<file path="src/rtl/mmio_io_hub.sv">
// mmio_io_hub: memory-mapped IO hub for the MEM stage.
// Status register, RX/TX byte FIFOs facing an external uart core,
// cycle and retired-instruction counters, sticky error flags.
// Optional interrupt logic and mask register at 0x07 are built when the
// macro MMIO_IO_HUB_IRQ_EN is defined.
module mmio_io_hub #(
  parameter int XLEN     = 32,
  parameter int ADR_W    = 5,
  parameter int RX_DEPTH = 8,
  parameter int TX_DEPTH = 8,
  parameter int CNT_W    = 32
) (
  input  logic             clk,
  input  logic             cpu_rst_n,
  input  logic             io_en,
  input  logic [3:0]       wea,
  input  logic [ADR_W-1:0] adr,
  input  logic [XLEN-1:0]  din_io,
  output logic [XLEN-1:0]  dout_io,
  input  logic             instr_retire,
  output logic [7:0]       uart_tx_data,
  output logic             uart_tx_valid,
  input  logic             uart_tx_ready,
  input  logic [7:0]       uart_rx_data,
  input  logic             uart_rx_valid,
  output logic             uart_rx_ready
`ifdef MMIO_IO_HUB_IRQ_EN
  ,
  output logic             io_irq
`endif
);

  localparam int RX_AW = $clog2(RX_DEPTH);
  localparam int TX_AW = $clog2(TX_DEPTH);

  localparam logic [ADR_W-1:0] A_STATUS = 'd0;
  localparam logic [ADR_W-1:0] A_RXDATA = 'd1;
  localparam logic [ADR_W-1:0] A_TXDATA = 'd2;
  localparam logic [ADR_W-1:0] A_COUNT  = 'd3;
  localparam logic [ADR_W-1:0] A_CYCLE  = 'd4;
  localparam logic [ADR_W-1:0] A_INSTR  = 'd5;
  localparam logic [ADR_W-1:0] A_CLRCNT = 'd6;
`ifdef MMIO_IO_HUB_IRQ_EN
  localparam logic [ADR_W-1:0] A_MASK   = 'd7;
`endif

  // FIFO storage (no reset: contents are don't-care once pointers flush)
  logic [7:0] rx_mem [RX_DEPTH];
  logic [7:0] tx_mem [TX_DEPTH];

  // state flops
  logic [RX_AW:0]    rx_wr_q, rx_wr_d, rx_rd_q, rx_rd_d;
  logic [TX_AW:0]    tx_wr_q, tx_wr_d, tx_rd_q, tx_rd_d;
  logic [XLEN-1:0]   dout_q, dout_d;
  logic              rx_ready_q, rx_ready_d;
  logic              tx_ovf_q, tx_ovf_d;
  logic              rx_empty_rd_q, rx_empty_rd_d;
  logic [CNT_W-1:0]  cycle_cnt_q, cycle_cnt_d;
  logic [CNT_W-1:0]  instr_cnt_q, instr_cnt_d;
`ifdef MMIO_IO_HUB_IRQ_EN
  logic [2:0]        irq_mask_q, irq_mask_d;
  logic              irq_q, irq_d;
`endif

  // decode and FIFO status
  logic             rd, wr;
  logic             rx_empty, rx_full, tx_empty, tx_full;
  logic             rx_push, rx_pop, tx_push, tx_pop, tx_drop;
  logic             rx_full_nx;
  logic [XLEN-1:0]  rdata;
  logic             unused_din;

  assign unused_din = ^din_io[XLEN-1:8];

  assign rd = io_en & (wea == 4'd0);
  assign wr = io_en & (wea != 4'd0);

  assign rx_empty = (rx_wr_q == rx_rd_q);
  assign rx_full  = (rx_wr_q[RX_AW] != rx_rd_q[RX_AW]) &&
                    (rx_wr_q[RX_AW-1:0] == rx_rd_q[RX_AW-1:0]);
  assign tx_empty = (tx_wr_q == tx_rd_q);
  assign tx_full  = (tx_wr_q[TX_AW] != tx_rd_q[TX_AW]) &&
                    (tx_wr_q[TX_AW-1:0] == tx_rd_q[TX_AW-1:0]);

  // Ready is a registered copy of !full, so pushes never see a full FIFO.
  assign rx_push = uart_rx_valid & rx_ready_q & ~rx_full;
  assign rx_pop  = rd & (adr == A_RXDATA) & ~rx_empty;
  assign tx_push = wr & (adr == A_TXDATA) & ~tx_full;
  assign tx_drop = wr & (adr == A_TXDATA) & tx_full;
  assign tx_pop  = ~tx_empty & uart_tx_ready;

  assign uart_tx_valid = ~tx_empty;
  assign uart_tx_data  = tx_mem[tx_rd_q[TX_AW-1:0]];
  assign uart_rx_ready = rx_ready_q;
  assign dout_io       = dout_q;
`ifdef MMIO_IO_HUB_IRQ_EN
  assign io_irq        = irq_q;
`endif

  // read-data mux for the addressed register (values as of this cycle)
  always_comb begin
    rdata = '0;
    case (adr)
      A_STATUS: rdata[4:0] = {tx_ovf_q, rx_empty_rd_q, rx_full, ~rx_empty, ~tx_full};
      A_RXDATA: if (!rx_empty) rdata[7:0] = rx_mem[rx_rd_q[RX_AW-1:0]];
      A_COUNT: begin
        rdata[16 +: RX_AW+1] = rx_wr_q - rx_rd_q;
        rdata[0  +: TX_AW+1] = tx_wr_q - tx_rd_q;
      end
      A_CYCLE:  rdata = XLEN'(cycle_cnt_q);
      A_INSTR:  rdata = XLEN'(instr_cnt_q);
`ifdef MMIO_IO_HUB_IRQ_EN
      A_MASK:   rdata[2:0] = irq_mask_q;
`endif
      default:  rdata = '0;
    endcase
  end

  // next-state computation for all flops
  always_comb begin
    rx_wr_d = rx_wr_q + (RX_AW+1)'(rx_push);
    rx_rd_d = rx_rd_q + (RX_AW+1)'(rx_pop);
    tx_wr_d = tx_wr_q + (TX_AW+1)'(tx_push);
    tx_rd_d = tx_rd_q + (TX_AW+1)'(tx_pop);

    rx_full_nx = (rx_wr_d[RX_AW] != rx_rd_d[RX_AW]) &&
                 (rx_wr_d[RX_AW-1:0] == rx_rd_d[RX_AW-1:0]);
    rx_ready_d = ~rx_full_nx;

    dout_d = rd ? rdata : dout_q;

    // clearing write and flag-setting events never share a cycle
    tx_ovf_d      = tx_ovf_q;
    rx_empty_rd_d = rx_empty_rd_q;
    if (wr && adr == A_STATUS) begin
      tx_ovf_d      = 1'b0;
      rx_empty_rd_d = 1'b0;
    end
    if (tx_drop) tx_ovf_d = 1'b1;
    if (rd && adr == A_RXDATA && rx_empty) rx_empty_rd_d = 1'b1;

    // clear wins over the same-cycle increment
    if (wr && adr == A_CLRCNT) begin
      cycle_cnt_d = '0;
      instr_cnt_d = '0;
    end else begin
      cycle_cnt_d = cycle_cnt_q + 1'b1;
      instr_cnt_d = instr_cnt_q + CNT_W'(instr_retire);
    end

`ifdef MMIO_IO_HUB_IRQ_EN
    irq_mask_d = (wr && adr == A_MASK) ? din_io[2:0] : irq_mask_q;
    irq_d = |(irq_mask_q & {tx_ovf_q | rx_empty_rd_q, tx_empty, ~rx_empty});
`endif
  end

  // state registers with asynchronous flush
  always_ff @(posedge clk or negedge cpu_rst_n) begin
    if (!cpu_rst_n) begin
      rx_wr_q       <= '0;
      rx_rd_q       <= '0;
      tx_wr_q       <= '0;
      tx_rd_q       <= '0;
      dout_q        <= '0;
      rx_ready_q    <= 1'b0;
      tx_ovf_q      <= 1'b0;
      rx_empty_rd_q <= 1'b0;
      cycle_cnt_q   <= '0;
      instr_cnt_q   <= '0;
`ifdef MMIO_IO_HUB_IRQ_EN
      irq_mask_q    <= '0;
      irq_q         <= 1'b0;
`endif
    end else begin
      rx_wr_q       <= rx_wr_d;
      rx_rd_q       <= rx_rd_d;
      tx_wr_q       <= tx_wr_d;
      tx_rd_q       <= tx_rd_d;
      dout_q        <= dout_d;
      rx_ready_q    <= rx_ready_d;
      tx_ovf_q      <= tx_ovf_d;
      rx_empty_rd_q <= rx_empty_rd_d;
      cycle_cnt_q   <= cycle_cnt_d;
      instr_cnt_q   <= instr_cnt_d;
`ifdef MMIO_IO_HUB_IRQ_EN
      irq_mask_q    <= irq_mask_d;
      irq_q         <= irq_d;
`endif
    end
  end

  // FIFO storage writes
  always_ff @(posedge clk) begin
    if (rx_push) rx_mem[rx_wr_q[RX_AW-1:0]] <= uart_rx_data;
    if (tx_push) tx_mem[tx_wr_q[TX_AW-1:0]] <= din_io[7:0];
  end

endmodule

</file>
<file path="config.mk">
export PLATFORM = sky130hd
export DESIGN_NAME = mmio_io_hub
export DESIGN_NICKNAME = d
export VERILOG_FILES = /design/src/rtl/mmio_io_hub.sv
export SDC_FILE = /design/constraint.sdc
export NUM_CORES = 1
export LEC_CHECK = 0
export CORE_ASPECT_RATIO = 0.7
export CORE_UTILIZATION = 53
export CTS_CLUSTER_SIZE = 14
export DETAILED_ROUTE_END_ITERATION = 8
export GPL_TIMING_DRIVEN = 0
export PLACE_DENSITY_LB_ADDON = 0.1
export SYNTH_ARGS = -nofsm -noshare
export SYNTH_HDL_FRONTEND = slang
export SYNTH_SLANG_ARGS = --single-unit
</file>
<file path="constraint.sdc">
create_clock -name clk -period 4.2 [get_ports clk]
set_input_delay 0.63 -clock clk [delete_from_list [all_inputs] [get_ports clk]]
set_output_delay 0.63 -clock clk [all_outputs]
set_load 0.05 [all_outputs]
</file>
==> impl_results.md <==
* Die ar. at 20600 um2
* Total power at 7.08 mW
* Global route overflow at 0
* Vias per inst at 5.88
* Standard-cell rows at 42
* EDFF count, synth at 128
* Final GP Congestion at 0.904
* Detailed Routing Iterations Pass 1 at 5
* Layout Nets at 989
* Root Driver: clkbuf_16
* Mapped Area at 10600 um2
* Minimum hold slack at 0.160 ns
* Status: complete, no violations
* First-pass GRT wire length at 38.7 mm
* Initial Utilization at 55.1%
* Initial antenna violation count at 0
* Grt peak-use layer: met1
* Worst path slowest cell: clkbuf_1
* Yosys warnings at 0
* Hold buffers post-CTS at 0
* Vias at 7047
* Reg2reg start: rx_rd_q[1]
* Lkg Pwr at 4.73 nW
* Syn nets at 887
* Clock buffer depth at 3
* Die Span Y at 120 um
* Peak supply drop at 0.349 mV
* Met2 usage at 35.9%
* RSZ-0062 raised after global routing: false
* Min-delay worst type: input pin to asynchronous set/reset pin
* CP top delay family: simple AND/OR/NAND/NOR gates
* I/O pin count at 97
* CTS tree: yes
* Crit path cell chain: clkbuf_1 -> buf_2 -> inv_1 -> ha_1 -> nand3_1 -> nand2b_1 -> and3_1 -> ha_1 -> ha_1 -> xor2_1 -> xor2_1 -> or4_1
* Fmax at 252 MHz
* Max Cap Viol at 0
* # diodes at 0
* Area contributors post-synth: edfxtp_1, dfrtp_1, mux4_2
* Nature of the critical path startpoint: flop
* Minimum clock period after layout at 3.96 ns
* Final Setup Violations at 0
* Num CTS Buffers at 24
* Power Dens Cells at 568 nW/um2
* Share of post-route cells with drive strength above 1 at 9.85%
* Worst-Margin Slew at 0.982 ns
* Worst EP required at 4.58 ns
* Post-synth ARST share at 47.3%
* Fin crit share at 94.4%
* CP most frequent cell: ha_1
* Clock slew at reported path FFs at 0.06 ns
* Setup TNS at 0 ns
* Detail Placement HPWL at 17.1 mm
* # DRC at 0
* Setup WS pre-CTS at -0.196 ns
* Vias in the first global route at 7040
* Worst skew pair latency at 0.52 ns
* Port bufs at 72
* Top cells by count, synth: edfxtp_1, dfrtp_1, nor2_1, nand2_1, xor2_1
* Met3 track demand over resource at 5.14%
* Core area at 19200 um2
* Non-Filler Cell Area, Final at 12500 um2
* Crit-path max FO at 10
* Drt wl/cell at 20.2 um
* Arr. time, crit path at 4.35 ns
* Slew Limit Fails at 0
* Grt met1 use at 38.8%
* Buffers & Inverters on Critical Path at 3
* Die W at 171 um
* H-tree levels at 1
* Routed Antenna Nets at 0
* Post_cts resized at 2
* Sequential share of the synthesized area at 63.5%
* Relative slew slack at 34.3%
* CP endpoint kind: flop
* Most frequent cell after synthesis: edfxtp_1
* Final Skew at 0.0120 ns
* Synth top area share at 36.3%
* Post-synthesis register bit count at 243
* Mapped Cells at 814
* Tot GR Track Use at 24.7%
* Largest area contributor in the netlist: edfxtp_1
* Clock sink count at 243
* Top FF cell, synth: edfxtp_1
* Area after DPL at 11700 um2
* Critical path class: flop to flop
* Critical path origin: rx_rd_q[1]
* Largest net degree at the start of global routing at 66
* Final worst slack at 0.235 ns
* Number of setup buffers added after CTS at 0
* Iter 0 DRT Violations at 717
* Post-synth cell types at 48
* Max incr delay on CP at 0.55 ns
* Final wirelength at 24.2 mm
* Hold Fails Final Rpt at 0
* Avg Inst Size Synth at 13.0 um2
* Area Overhead vs Synth at 17.7%
-- cells in the final DEF (no fill, tap or decap), drive strengths merged, types with 3 or more instances in the layout --
cell type / synthesis / routed
and4: 6 / 6
or3: 15 / 15
o211ai: 3 / 3
a222oi: 4 / 4
clkdlybuf4s50: 0 / 71
nor2b: 6 / 6
nand2b: 3 / 3
clkbuf: 31 / 62
xor2: 44 / 44
nand4: 21 / 21
o21ai: 28 / 28
nand3: 31 / 31
nor3b: 5 / 5
nand2: 72 / 72
and3: 16 / 16
and2: 6 / 6
xnor2: 20 / 20
edfxtp: 128 / 128
buf: 6 / 11
nor2: 110 / 110
clkinv: 1 / 10
mux4: 32 / 32
inv: 17 / 19
dfrtp: 115 / 115
nor3: 12 / 12
a21oi: 23 / 23
a221oi: 26 / 26
ha: 16 / 16
-- power breakdown --
group	internal, mW	total [mW]	leakage [nW]	switching [mW]
sequential	2.85	3.15	2.62	0.303
combinational	0.723	1.88	1.74	1.16
clock	1.17	2.05	0.368	0.883
total	4.74	7.08	4.73	2.34
-- per-stage QoR --
step,util (%),instances
finish,64.8,1198
global route,64.8,1198
CTS,64.7,1197
detailed placement,60.8,1153
global placement,60.5,1150
floorplan,-,814
-- worst paths after layout --
check                           endpoint  depth (start not counted)  slack [ns]
max                        uart_rx_ready                         12        0.24
min reg2reg                   dout_io[4]                          1        0.49
max reg2reg                uart_rx_ready                         12        0.24
min                        uart_rx_ready                          1        0.16
min in group clk              dout_io[4]                          1        0.49
max in group asynchronous    dout_io[12]                          2        3.27
-- metal layers --
metal,part of all wire (%),wire length [um]
met4,1.5,353
met5,0,0
met2,44,10600
met1,47,11400
met3,8.0,1930
-- state kept, by name (all words and copies together), names as in the netlist --
name / cells
cycle_cnt_q: 32
dout_io: 32
instr_cnt_q: 32
rx_empty_rd_q: 1
rx_mem: 64
rx_rd_q: 4
rx_wr_q: 4
tx_mem: 64
tx_ovf_q: 1
tx_rd_q: 4
tx_wr_q: 4
uart_rx_ready: 1
-- cells by family after synthesis --
logic type / after synthesis / synth area share (%)
flops: 243 / 63.5
xor+xnor: 64 / 5.43
fa+ha+maj: 18 / 2.27
simple gates: 307 / 13.9
compound gates: 93 / 5.97
buf+inv: 55 / 2.02
mux: 34 / 6.99
-- final cells by class --
cell class / count / area (um2)
sequential: 243 / 6720
inverter: 18 / 67.6
clock inverter: 13 / 91.3
multi-input combinational: 516 / 3690
buffer: 37 / 149
timing repair buffer: 76 / 766
fill: 1462 / 6760
clock buffer: 31 / 658
tap: 264 / 330
(Power assumes the default switching activity.)
